File: src/rtl/qtcore_scan_ctrl_pkg.sv
// Shared opcodes, state encoding and CRC helper for the qtcore scan sequencer.
// The CRC helper is only referenced when QTCORE_SCAN_CRC_EN is defined.
package qtcore_scan_ctrl_pkg;

  typedef enum logic [1:0] {
    OP_XCHG  = 2'd0,
    OP_RUN   = 2'd1,
    OP_RESET = 2'd2,
    OP_NOP   = 2'd3
  } op_e;

  typedef enum logic [2:0] {
    S_IDLE,
    S_LOAD,
    S_SHIFT,
    S_DRAIN,
    S_RUN,
    S_RST
  } state_e;

  localparam int CHAIN_BITS_DEF     = 176;
  localparam int MIN_RUN_CYCLES_DEF = 4;
  localparam int RST_CYCLES_DEF     = 2;
  localparam logic [7:0] CRC_POLY   = 8'h07;

  // CRC-8, MSB first, one whole byte per call.
  function automatic logic [7:0] crc8_byte(input logic [7:0] crc, input logic [7:0] data);
    logic [7:0] c;
    c = crc ^ data;
    for (int i = 0; i < 8; i++)
      c = c[7] ? ({c[6:0], 1'b0} ^ CRC_POLY) : {c[6:0], 1'b0};
    return c;
  endfunction

endpackage

File: src/rtl/qtcore_scan_ctrl_shifter.sv
// 8-bit parallel-load / serial-exchange register with bit counter.
// MSB leaves first; the incoming serial bit enters at the LSB.
module qtcore_scan_ctrl_shifter (
  input  logic       clk_i,
  input  logic       rst_n_i,
  input  logic       load_i,
  input  logic [7:0] data_i,
  input  logic       shift_en_i,
  input  logic       ser_i,
  output logic       ser_o,
  output logic [7:0] data_o,
  output logic       done_o
);

  logic [7:0] sr_q;
  logic [2:0] cnt_q;

  always_ff @(posedge clk_i or negedge rst_n_i) begin
    if (!rst_n_i) begin
      sr_q  <= '0;
      cnt_q <= '0;
    end else if (load_i) begin
      sr_q  <= data_i;
      cnt_q <= '0;
    end else if (shift_en_i) begin
      sr_q  <= {sr_q[6:0], ser_i};
      cnt_q <= cnt_q + 3'd1;
    end
  end

  assign ser_o  = sr_q[7];
  assign data_o = sr_q;
  assign done_o = shift_en_i && (cnt_q == 3'd7);

endmodule

File: src/rtl/qtcore_scan_ctrl.sv
// Host-to-qtcore scan/run sequencer: byte-wide chain exchange, bounded RUN, core reset.
// Optional rx-stream CRC-8 enabled by defining QTCORE_SCAN_CRC_EN.
module qtcore_scan_ctrl
  import qtcore_scan_ctrl_pkg::*;
#(
  parameter int CHAIN_BITS     = CHAIN_BITS_DEF,
  parameter int MIN_RUN_CYCLES = MIN_RUN_CYCLES_DEF,
  parameter int RST_CYCLES     = RST_CYCLES_DEF
) (
  input  logic       clk_in,
  input  logic       rst_n_in,
  input  logic       cmd_valid_in,
  output logic       cmd_ready_out,
  input  logic [1:0] cmd_op_in,
  input  logic [7:0] cmd_arg_in,
  input  logic [7:0] tx_data_in,
  input  logic       tx_valid_in,
  output logic       tx_ready_out,
  output logic [7:0] rx_data_out,
  output logic       rx_valid_out,
  input  logic       rx_ready_in,
  output logic       core_scan_en_out,
  output logic       core_scan_in_out,
  input  logic       core_scan_out_in,
  output logic       core_proc_en_out,
  output logic       core_rst_out,
  output logic       busy_out,
  output logic       halted_out,
  output logic [8:0] run_cycles_out,
  output logic [7:0] rx_crc_out
);

  localparam int NBYTES = CHAIN_BITS / 8;
  localparam int BW     = (NBYTES > 1) ? $clog2(NBYTES) : 1;

  state_e        state_q, state_d;
  logic [BW-1:0] byte_q, byte_d;
  logic [8:0]    cnt_q, cnt_d, cnt_inc;
  logic [8:0]    budget_q, budget_d;
  logic          halted_q, halted_d;
  logic [7:0]    rcnt_q, rcnt_d;
  logic          scan_en_q, proc_en_q, rst_q;
  logic          sh_load, sh_shift, sh_done, halt_seen;
  logic [7:0]    sh_data;

  qtcore_scan_ctrl_shifter u_shifter (
    .clk_i      (clk_in),
    .rst_n_i    (rst_n_in),
    .load_i     (sh_load),
    .data_i     (tx_data_in),
    .shift_en_i (sh_shift),
    .ser_i      (core_scan_out_in),
    .ser_o      (core_scan_in_out),
    .data_o     (sh_data),
    .done_o     (sh_done)
  );

  always_comb begin
    state_d   = state_q;
    byte_d    = byte_q;
    cnt_d     = cnt_q;
    budget_d  = budget_q;
    halted_d  = halted_q;
    rcnt_d    = rcnt_q;
    sh_load   = 1'b0;
    sh_shift  = 1'b0;
    cnt_inc   = cnt_q + 9'd1;
    halt_seen = (cnt_inc >= 9'(MIN_RUN_CYCLES)) && core_scan_out_in;
    case (state_q)
      S_IDLE: if (cmd_valid_in) begin
        case (op_e'(cmd_op_in))
          OP_XCHG: begin
            state_d = S_LOAD;
            byte_d  = '0;
          end
          OP_RUN: begin
            state_d  = S_RUN;
            cnt_d    = '0;
            budget_d = (cmd_arg_in == 8'd0) ? 9'd256 : {1'b0, cmd_arg_in};
            halted_d = 1'b0;
          end
          OP_RESET: begin
            state_d = S_RST;
            rcnt_d  = '0;
          end
          default: ;
        endcase
      end
      S_LOAD: if (tx_valid_in) begin
        sh_load = 1'b1;
        state_d = S_SHIFT;
      end
      S_SHIFT: begin
        sh_shift = 1'b1;
        if (sh_done) state_d = S_DRAIN;
      end
      S_DRAIN: if (rx_ready_in) begin
        if (byte_q == BW'(NBYTES - 1)) state_d = S_IDLE;
        else begin
          byte_d  = byte_q + 1'b1;
          state_d = S_LOAD;
        end
      end
      // Halt is checked before the budget so a coincident halt is reported.
      S_RUN: begin
        cnt_d = cnt_inc;
        if (halt_seen || (cnt_inc == budget_q)) begin
          state_d  = S_IDLE;
          halted_d = halt_seen;
        end
      end
      S_RST: begin
        if (rcnt_q == 8'(RST_CYCLES - 1)) state_d = S_IDLE;
        else rcnt_d = rcnt_q + 8'd1;
      end
      default: state_d = S_IDLE;
    endcase
  end

  always_ff @(posedge clk_in or negedge rst_n_in) begin
    if (!rst_n_in) begin
      state_q   <= S_IDLE;
      byte_q    <= '0;
      cnt_q     <= '0;
      budget_q  <= '0;
      halted_q  <= 1'b0;
      rcnt_q    <= '0;
      scan_en_q <= 1'b0;
      proc_en_q <= 1'b0;
      rst_q     <= 1'b0;
    end else begin
      state_q   <= state_d;
      byte_q    <= byte_d;
      cnt_q     <= cnt_d;
      budget_q  <= budget_d;
      halted_q  <= halted_d;
      rcnt_q    <= rcnt_d;
      scan_en_q <= (state_d == S_SHIFT);
      proc_en_q <= (state_d == S_RUN);
      rst_q     <= (state_d == S_RST);
    end
  end

  assign cmd_ready_out    = (state_q == S_IDLE);
  assign busy_out         = (state_q != S_IDLE);
  assign tx_ready_out     = (state_q == S_LOAD);
  assign rx_valid_out     = (state_q == S_DRAIN);
  assign rx_data_out      = sh_data;
  assign core_scan_en_out = scan_en_q;
  assign core_proc_en_out = proc_en_q;
  assign core_rst_out     = rst_q;
  assign halted_out       = halted_q;
  assign run_cycles_out   = cnt_q;

`ifdef QTCORE_SCAN_CRC_EN
  logic [7:0] crc_q;
  always_ff @(posedge clk_in or negedge rst_n_in) begin
    if (!rst_n_in)
      crc_q <= '0;
    else if (cmd_ready_out && cmd_valid_in && (cmd_op_in == OP_XCHG))
      crc_q <= '0;
    else if (sh_done)
      crc_q <= crc8_byte(crc_q, {sh_data[6:0], core_scan_out_in});
  end
  assign rx_crc_out = crc_q;
`else
  assign rx_crc_out = 8'h00;
`endif

endmodule

File: config.mk
export PLATFORM = sky130hd
export DESIGN_NAME = qtcore_scan_ctrl
export DESIGN_NICKNAME = d
export VERILOG_FILES = /design/src/rtl/qtcore_scan_ctrl_pkg.sv /design/src/rtl/qtcore_scan_ctrl_shifter.sv /design/src/rtl/qtcore_scan_ctrl.sv
export SDC_FILE = /design/constraint.sdc
export NUM_CORES = 1
export LEC_CHECK = 0
export BUFFER_PORTS_ARGS = -buffer_cell sky130_fd_sc_hd__buf_2
export CAP_MARGIN = 25
export CORE_ASPECT_RATIO = 1.2
export CORE_MARGIN = 4
export CORE_UTILIZATION = 61
export CTS_BUF_LIST = sky130_fd_sc_hd__clkbuf_4
export DETAILED_ROUTE_END_ITERATION = 10
export PLACE_DENSITY = 0.89
export SYNTH_ARGS = -nofsm -noshare
export SYNTH_HDL_FRONTEND = slang
export SYNTH_SLANG_ARGS = --single-unit
File: constraint.sdc
create_clock -name clk_in -period 6.1 [get_ports clk_in]
set_input_delay 1.22 -clock clk_in [delete_from_list [all_inputs] [get_ports clk_in]]
set_output_delay 1.22 -clock clk_in [all_outputs]
set_load 0.02 [all_outputs]
==> results.md, run 1 <==
Floorplan:
- For this design the top-level I/O count stands at 58.
- The die area is 0.00575 mm².
- The die is about 70 µm wide.
- The core footprint is about 0.0044 mm².
- The floorplan die height is between 80 and 90 µm.
- The floorplan has 26 rows.
- For this configuration, the core starts out at a cell density of 0.643.

Pwr:
- Of the total power, the share spent switching nets is 0.241.
- The fraction of power consumed by combinational cells is 0.052.
- In this run the power density over the cells is 160 mW/mm².
- The share of total power dissipated in the clock network is 0.292.
- Summed over all nets, the switching power comes to approximately 0.00012 W.
- The proportion of power drawn by flip-flops and latches is 0.657.
- The internal portion of total power is about 0.00038 W.
- The static leakage is around 1.5 nW.
- The maximum VDD drop is roughly 0.11 mV.

Critical path:
- The worst setup path is of the reg2out kind.
- The startpoint identified for the worst register-to-register timing path is run_cycles_out[0].
- The startpoint type of the worst setup path is a flop.
- The endpoint required time on the critical path is between 4 and 5 ns.
- The endpoint of the worst-slack reg-to-reg timing path is core_rst_out.
- The kind of end point of the critical path is an output pin.
- Along the worst path, the maximum fanout reaches 8.
- For the worst flop-to-flop path, the logic depth is 7.
- The setup slack of the worst register-to-register path is between 3 and 4 ns.
- The data arrival at the endpoint of the critical path is approximately 1.7 ns.

Status:
- The flow ran to the end, and the final reports show no timing, DRC or antenna violations.

STA:
- Headroom to the max-slew limit came out at 0.366.
- The total count of max-transition violations in the final report is 0.
- The pin slew with the least headroom to its limit is 0.943 ns.
- The final hold violation count was 0.
- The aggregate negative setup slack is 0 ns.
- Setup violations remaining at the end of the flow were counted as 0.
- In the post-route analysis, the smallest setup slack over all paths is between 3 and 4 ns.
- The share of the cycle needed by the critical path after routing is 0.481.
- The timing-limited maximum frequency is roughly 0.34 GHz.
- Subtracting the final worst setup slack from the clock period gives roughly 2.9 ns.
- For the final database, setup skew stands at around 0.014 ns.
- Setup repair after global routing left no endpoint under its margin.

Routing:
- For this run, design rule violations remaining after detail routing come to 0.
- In the detailed route, the total length drawn on met2 is about 3000 µm.
- The highest metal layer with signal wires is met4.
- The first TritonRoute pass finished after 5 iterations.
- The first-iteration detailed-routing DRC count is ~220.
- The via density per instance is ~5.7.
- The wire length reported by the detailed router is 5810 µm.
- In the final routing, the length of wire on met1 measures 2320 µm.
- Dividing the detail-routed wire length by the instance count gives roughly 15 µm.
- The detailed router placed 2231 vias in this run.
- In this run the remaining antenna-violating nets after routing total 0.
- After detailed routing, the met3 layer carries ~340 µm of wire.

Clocking:
- After clock tree synthesis, the clock-pin slew on the worst setup and hold paths is between 0.1 and 0.15 ns.
- After clock tree synthesis, the repair step resized 0 gates.
- The buffer cell driving the clock tree root is sky130_fd_sc_hd__clkbuf_4.
- The clock buffer count from CTS is 5.
- Buffers added to address setup during post-CTS repair amount to 0.
- Counting every sink on the clock net gives between 40 and 50.
- The number of buffers on the longest clock path is 2.
- In this run, post-CTS hold repair placed 0 buffers.
- At the later pin of the worst-skew pair, clock insertion delay measures between 0.3 and 0.4 ns.
- The H-tree generated during clock tree synthesis spans 2 levels.
- The clock tree from TritonCTS is built.

Global route:
- The initial antenna violation count came to 0.
- The total global routing track utilization is 0.219.
- The largest net degree at the start of global routing is 27.
- The via count of the first global-routing pass came to about 2100.
- After global routing the overflow that remains totals 0.
- The first global-routing pass estimated ~10000 µm of wire.

Run:
- Max-cap violations in this run came to 0.

Logic synthesis:
- Ranked by total cell area, the synthesized netlist is headed by sky130_fd_sc_hd__dfrtp_1 44%, sky130_fd_sc_hd__nand2_1 5.1%, sky130_fd_sc_hd__ha_1 4.9%, sky130_fd_sc_hd__xnor2_1 4.1%, sky130_fd_sc_hd__mux2_2 3.6%.
- The distinct cell type count after synthesis is 50.
- After synthesis, the share of flip-flops with an asynchronous set or reset is 1.00.
- The cell count after synthesis is 291.
- The post-synthesis sequential area ratio is 0.437.
- Counting flops and latches in the post-synthesis netlist gives 49.
- The count of yosys warnings during synthesis is 0.
- The area share of the largest cell type after synthesis is 0.437.
- For this run, the leading register cell type out of synthesis is sky130_fd_sc_hd__dfrtp_1.
- The average instance in the mapped netlist occupies 9.63 µm².
- The commonest cells after synthesis are 49 x sky130_fd_sc_hd__dfrtp_1, 38 x sky130_fd_sc_hd__nand2_1, 23 x sky130_fd_sc_hd__nor2_1.
- The synthesized design contains 0 enable-type register cells.
- sky130_fd_sc_hd__dfrtp_1 is the most common cell in the netlist.
- The post-synthesis cell area is between 0.002 and 0.003 mm².
- Of all cell types, the one taking the most synthesized area is sky130_fd_sc_hd__dfrtp_1.

Place:
- Timing analysis after detailed placement gives a worst setup slack of 3.46 ns.
- The number of port buffers is roughly 50.
- Detailed placement ended at an HPWL of around 4400 µm.
- The congestion estimate from routability-driven global placement came to 0.878.

Finish:
- At the end of the flow, the number of nets in the layout was about 370.
- The number of antenna cells inserted is 0.
- The synthesis-to-finish area growth is 10.5%.
- In the final layout, the share of cells above drive strength 1 is 0.228.

Hold path:
- The worst hold path belongs to the class reg2reg.
- The start point of the worst hold path is u_shifter.data_o[3].
- The number of stages on the worst hold path is 2.
- The hold-critical path endpoint is u_shifter.data_o[3].
critical path, stage by stage (launching register included):
cell	delay, ns
sky130_fd_sc_hd__dfrtp_1	0.51
sky130_fd_sc_hd__inv_1	0.27
sky130_fd_sc_hd__nand3_1	0.27
sky130_fd_sc_hd__inv_1	0.12
sky130_fd_sc_hd__buf_2	0.17
cells in the final DEF, fill, tap and decap left out, types with 3 or more instances in the layout:
master                     count
sky130_fd_sc_hd__a21oi_1      10
sky130_fd_sc_hd__a22oi_1       8
sky130_fd_sc_hd__a31oi_1       3
sky130_fd_sc_hd__and3_1        7
sky130_fd_sc_hd__buf_2        49
sky130_fd_sc_hd__clkbuf_4      5
sky130_fd_sc_hd__conb_1        8
sky130_fd_sc_hd__dfrtp_1      49
sky130_fd_sc_hd__ha_1         11
sky130_fd_sc_hd__inv_1        12
sky130_fd_sc_hd__mux2_2        9
sky130_fd_sc_hd__mux2i_1       4
sky130_fd_sc_hd__nand2_1      38
sky130_fd_sc_hd__nand2b_1      3
sky130_fd_sc_hd__nand3_1       9
sky130_fd_sc_hd__nand4_1       5
sky130_fd_sc_hd__nor2_1       23
sky130_fd_sc_hd__nor3_1        4
sky130_fd_sc_hd__nor4_1        3
sky130_fd_sc_hd__o21ai_0      17
sky130_fd_sc_hd__o21ai_1       4
sky130_fd_sc_hd__o31ai_1       4
sky130_fd_sc_hd__xnor2_1      13
sky130_fd_sc_hd__xor2_1        6
state kept, by name, indices dropped and copies added (netlist names):
name	cells
budget_q	9
byte_q	5
core_proc_en_out	1
core_rst_out	1
core_scan_en_out	1
halted_out	1
rcnt_q	8
run_cycles_out	9
state_q	3
u_shifter.cnt_q	3
u_shifter.data_o	8
power by group through the flow:
stage / registers (W) / logic [W] / clock network, W
floorplan: 0.000331 / 0.0000116 / 0
global placement: 0.000331 / 0.0000238 / 0
detailed placement: 0.000331 / 0.0000258 / 0
CTS: 0.000325 / 0.0000259 / 0.000146
global route: 0.000325 / 0.0000290 / 0.000160
finish: 0.000325 / 0.0000255 / 0.000144
cell type report:
type	instances	area, µm²
inverter	12	45.0
tap	56	70.1
sequential	49	1230
clock buffer	5	37.5
multi-input combinational	219	1440
timing repair buffer	50	265
clock inverter	3	12.5
fill	327	1260
worst max-delay path by stage:
stage / end / slack (ns) / start / cells after the start
5_1_grt: rx_valid_out / 3.02 / state_q[2] / 4
3_5_place_dp: rcnt_q[7] / 3.46 / cmd_op_in[0] / 8
6_report: rx_valid_out / 3.17 / state_q[2] / 4
3_3_place_gp: core_proc_en_out / 3.53 / cmd_op_in[0] / 7
2_1_floorplan: rcnt_q[7] / 3.72 / cmd_op_in[0] / 8
4_1_cts: rx_valid_out / 3.14 / state_q[2] / 4
through the flow:
step	std cells	instance area, µm²	hold slack, ns	power [W]	utilization
after CTS	394	3100	0.519	0.000497	0.711
after global routing	394	3100	0.567	0.000514	0.711
after detailed placement	386	3050	0.489	0.000357	0.699
after floorplan	298	2830	0.460	0.000343	-
after global placement	385	3030	0.481	0.000355	0.695
final	394	3100	0.511	0.000495	0.711
routing by layer:
metal | GRT usage | vias up
met2 | 0.371 | 62
met4 | 0.0958 | 0
met5 | 0 | -
met1 | 0.279 | 1061
li1 | - | 1096
met3 | 0.0400 | 12
cells by family after synthesis:
kind of cell,count (synthesis),share of synthesized area
xor+xnor,19,0.0594
other cells,1,0.00134
simple gates,112,0.217
mux,13,0.0504
buf+inv,30,0.0576
fa+ha+maj,12,0.0531
flops,49,0.438
compound gates,55,0.124
Note: power is estimated with default switching activity, not from simulation.
==> run 2, diff against run 1 <==
--- a/config.mk
+++ b/config.mk
@@ -9,10 +9,10 @@
 export CAP_MARGIN = 25
 export CORE_ASPECT_RATIO = 1.2
 export CORE_MARGIN = 4
-export CORE_UTILIZATION = 61
+export CORE_UTILIZATION = 51
 export CTS_BUF_LIST = sky130_fd_sc_hd__clkbuf_4
 export DETAILED_ROUTE_END_ITERATION = 10
-export PLACE_DENSITY = 0.89
+export PLACE_DENSITY = 0.79
 export SYNTH_ARGS = -nofsm -noshare
 export SYNTH_HDL_FRONTEND = slang
 export SYNTH_SLANG_ARGS = --single-unit
==> constraint.sdc (replaced) <==
create_clock -name clk_in -period 2.43 [get_ports clk_in]
set_input_delay 0.486 -clock clk_in [delete_from_list [all_inputs] [get_ports clk_in]]
set_output_delay 0.486 -clock clk_in [all_outputs]
set_load 0.02 [all_outputs]
==> run 2 against run 1 <==
  * Setup slack lost 2.9 ns
  * Combinational power rose by 140%
  * First-iteration DRC count is 17% lower
  * Core utilization fell by 12 points
  * Critical path type is now reg2reg
  * Critical endpoint is now core_proc_en_out
  * Largest power group unchanged
==> results.md, run 2 (synthesized netlist as in run 1, its figures left out) <==
Status:
- Result of the run: complete, no violations (unchanged).

Clocking:
- The clock tree from TritonCTS is built (unchanged).
- The H-tree level count is 2 (unchanged).
- The buffer cell driving the clock tree root is sky130_fd_sc_hd__clkbuf_4 (unchanged).
- The number of resized instances in the post-cts repair step is 0 (unchanged).
- The number of buffers on the longest clock path is 2 (unchanged).
- The clock-pin slew on the worst setup and hold paths is 0.13 ns (was 0.14 ns).
- The clock network latency to the later pin of the worst-skew pair was 0.36 ns (was 0.37 ns).
- The post-CTS setup buffer count is 0 (unchanged).
- The hold-fix buffer count after cts is 0 (unchanged).
- The sink count of the clock tree was 49 (unchanged).
- The clock buffer count from CTS came to 5 (unchanged).

Routing:
- The wire length reported by the detailed router is 5940 µm (was 5810 µm).
- The post-detailed-route count of antenna-violating nets is 0 (unchanged).
- The routed length per instance came to 14.8 µm (was 14.7 µm).
- The post-detailed-route DRC marker count is 0 (unchanged).
- The first-iteration detailed-routing DRC count is 185 (was 222).
- The total number of vias is 2238 (was 2231).
- The number of optimization iterations in the first detailed-route pass is 4 (was 5).
- The via density per instance is 5.58 (was 5.66).

Critical path:
- The highest cell delay on the worst timing path is 0.50 ns (was 0.51 ns).
- The family with the most delay on the worst path was simple AND/OR/NAND/NOR gates (was buffers and inverters).
- The worst-path maximum fanout was 8 (unchanged).
- The combined buffer and inverter count along the critical path was 0 (was 3).
- The endpoint required time on the critical path is 2.67 ns (was 4.88 ns).
- Cell chain of the critical path: ha_1 -> and2_4 -> and4_4 -> mux2i_1 -> nor4_1 -> and4b_4 -> a211oi_1 (was inv_1 -> nand3_1 -> inv_1 -> buf_2).
- The data arrival at the endpoint of the critical path was 2.37 ns (was 1.71 ns).
- The startpoint type of the worst setup path was a flop (unchanged).
- The slowest library cell on the worst path is sky130_fd_sc_hd__dfrtp_1 (unchanged).
- The kind of end point of the critical path was a flop (was output pin).
- The kind of critical path is reg2reg (was reg2out).

Global route:
- The via count of the first global-routing pass is 2157 (was 2146).
- The wire length of the first global-routing pass is 9690 µm (was 10000 µm).
- The initial antenna violation count is 0 (unchanged).
- The total congestion overflow after global routing is 0 (unchanged).
- The largest net degree at the start of global routing is 50 (was 27).
- The total global routing track utilization is 0.188 (was 0.219).

STA:
- The worst slew margin relative to its limit was 0.591 (was 0.366).
- The pin slew with the least headroom to its limit is 0.614 ns (was 0.943 ns).
- The number of setup violations in the final report is 0 (unchanged).
- The clock skew after layout is 0.0105 ns (was 0.0138 ns).
- The timing-limited maximum frequency is 0.470 GHz.
- The share of the cycle needed by the critical path after routing is 0.876.
- The final hold violation count is 0 (unchanged).
- The aggregate negative setup slack is 0 ns (unchanged).
- The total count of max-transition violations in the final report came to 0 (unchanged).
- Unrepaired setup endpoints after global routing: no (unchanged).
- The post-layout minimum cycle time is approximately 2.1 ns.

Place:
- The post-detailed-placement cell area is 0.00306 mm² (was 0.00305 mm²).
- The number of port buffers is 49 (unchanged).
- The final estimated routing congestion in global placement was 0.840 (was 0.878).
- The detailed placer's ending HPWL came to 4460 µm (was 4430 µm).

Finish:
- The final design utilization is 0.586 (was 0.711).
- The final-layout fill cell count is 479 (was 327).
- Commonest cells after routing, fill and taps aside: 49 x sky130_fd_sc_hd__dfrtp_1, 49 x sky130_fd_sc_hd__buf_2, 38 x sky130_fd_sc_hd__nand2_1, 23 x sky130_fd_sc_hd__nor2_1, 17 x sky130_fd_sc_hd__o21ai_0 (unchanged).
- The net total in the final layout is 374 (was 372).
- The number of antenna cells inserted is 0 (unchanged).
- The synthesis-to-finish area growth was 10.8% (was 10.5%).
- The fraction of layout cells with a size suffix above 1 was 0.233 (was 0.228).
- The final design area excluding fillers is 0.00311 mm² (was 0.00310 mm²).

Pwr:
- The static leakage is 1.47 nW (was 1.46 nW).
- The total power draw is 0.00123 W (was 0.000495 W).
- The total power per unit cell area is 397 mW/mm² (was 160 mW/mm²).
- The maximum VDD drop came to 0.284 mV (was 0.111 mV).

Floorplan:
- The floorplan die height is 89.2 µm (was 82.3 µm).
- The starting density of the core is 0.529 (was 0.643).
- The count of boundary I/O pins is 58 (unchanged).
- The row count was 29 (was 26).
- The die area is 0.00675 mm² (was 0.00575 mm²).
- The chip width is 75.7 µm (was 69.9 µm).
- The core footprint is 0.00530 mm² (was 0.00436 mm²).

Run:
- The count of max-cap constraint violations is 0 (unchanged).

Hold path:
- The type of the most critical hold path is in2async (was reg2reg).
[run 2: metrics by stage]
step | worst slack [ns] | std cells | hold WS [ns]
after CTS | 0.293 | 401 | 0.222
after floorplan | 0.371 | 298 | 0.190
final | 0.300 | 401 | 0.193
after detailed placement | 0.343 | 394 | 0.481
after global placement | 0.420 | 394 | 0.478
after global routing | 0.128 | 401 | 0.233
[run 2: worst register-to-register path: cells and delay by family, from the launching register on]
family / cells / cell delay [ns]
AO/OA/AOI/OAI: 1 / 0.07
adder cells (fa/ha/maj): 1 / 0.32
flip-flops: 1 / 0.50
AND/OR/NAND/NOR: 4 / 1.03
multiplexers: 1 / 0.08
[run 2: layout make-up]
cell class                 instances  area, µm²  share of cell area
multi-input combinational        219       1440               0.464
sequential                        49       1230               0.395
tap                               62       77.6              0.0250
inverter                          12       45.0              0.0145
clock inverter                     1       3.75             0.00121
clock buffer                       6       45.0              0.0145
timing repair buffer              52        268              0.0862
[run 2: final timing paths]
kind | from | endpoint | slack [ns] | cells past startpoint
worst max-delay path | run_cycles_out[0] | core_proc_en_out | 0.30 | 7
worst min-delay path | rst_n_in | budget_q[5] | 0.19 | 2
worst max register to register | run_cycles_out[0] | core_proc_en_out | 0.30 | 7
worst min register to register | u_shifter.data_o[4] | u_shifter.data_o[4] | 0.51 | 2
max in group asynchronous | rst_n_in | u_shifter.data_o[6] | 1.81 | 2
min in group clk_in | tx_data_in[6] | u_shifter.data_o[6] | 0.34 | 3
[run 2: report_power, final]
| group | leakage, nW | total [W] | internal (W) | switching, W |
|---|---|---|---|---|
| Sequential | 0.581 | 0.000815 | 0.000815 | 0 |
| Clock | 0.0292 | 0.000357 | 0.000117 | 0.000240 |
| Combinational | 0.858 | 0.0000619 | 0.0000188 | 0.0000431 |
| Total | 1.47 | 0.00123 | 0.000951 | 0.000283 |
[run 2: layer usage]
metal | part of all wire | global-route usage | vias to the layer above
met5 | 0 | 0 | -
met4 | 0.028 | 0.0811 | 0
met3 | 0.044 | 0.0326 | 17
met2 | 0.51 | 0.310 | 57
met1 | 0.41 | 0.241 | 1073
li1 | - | - | 1091
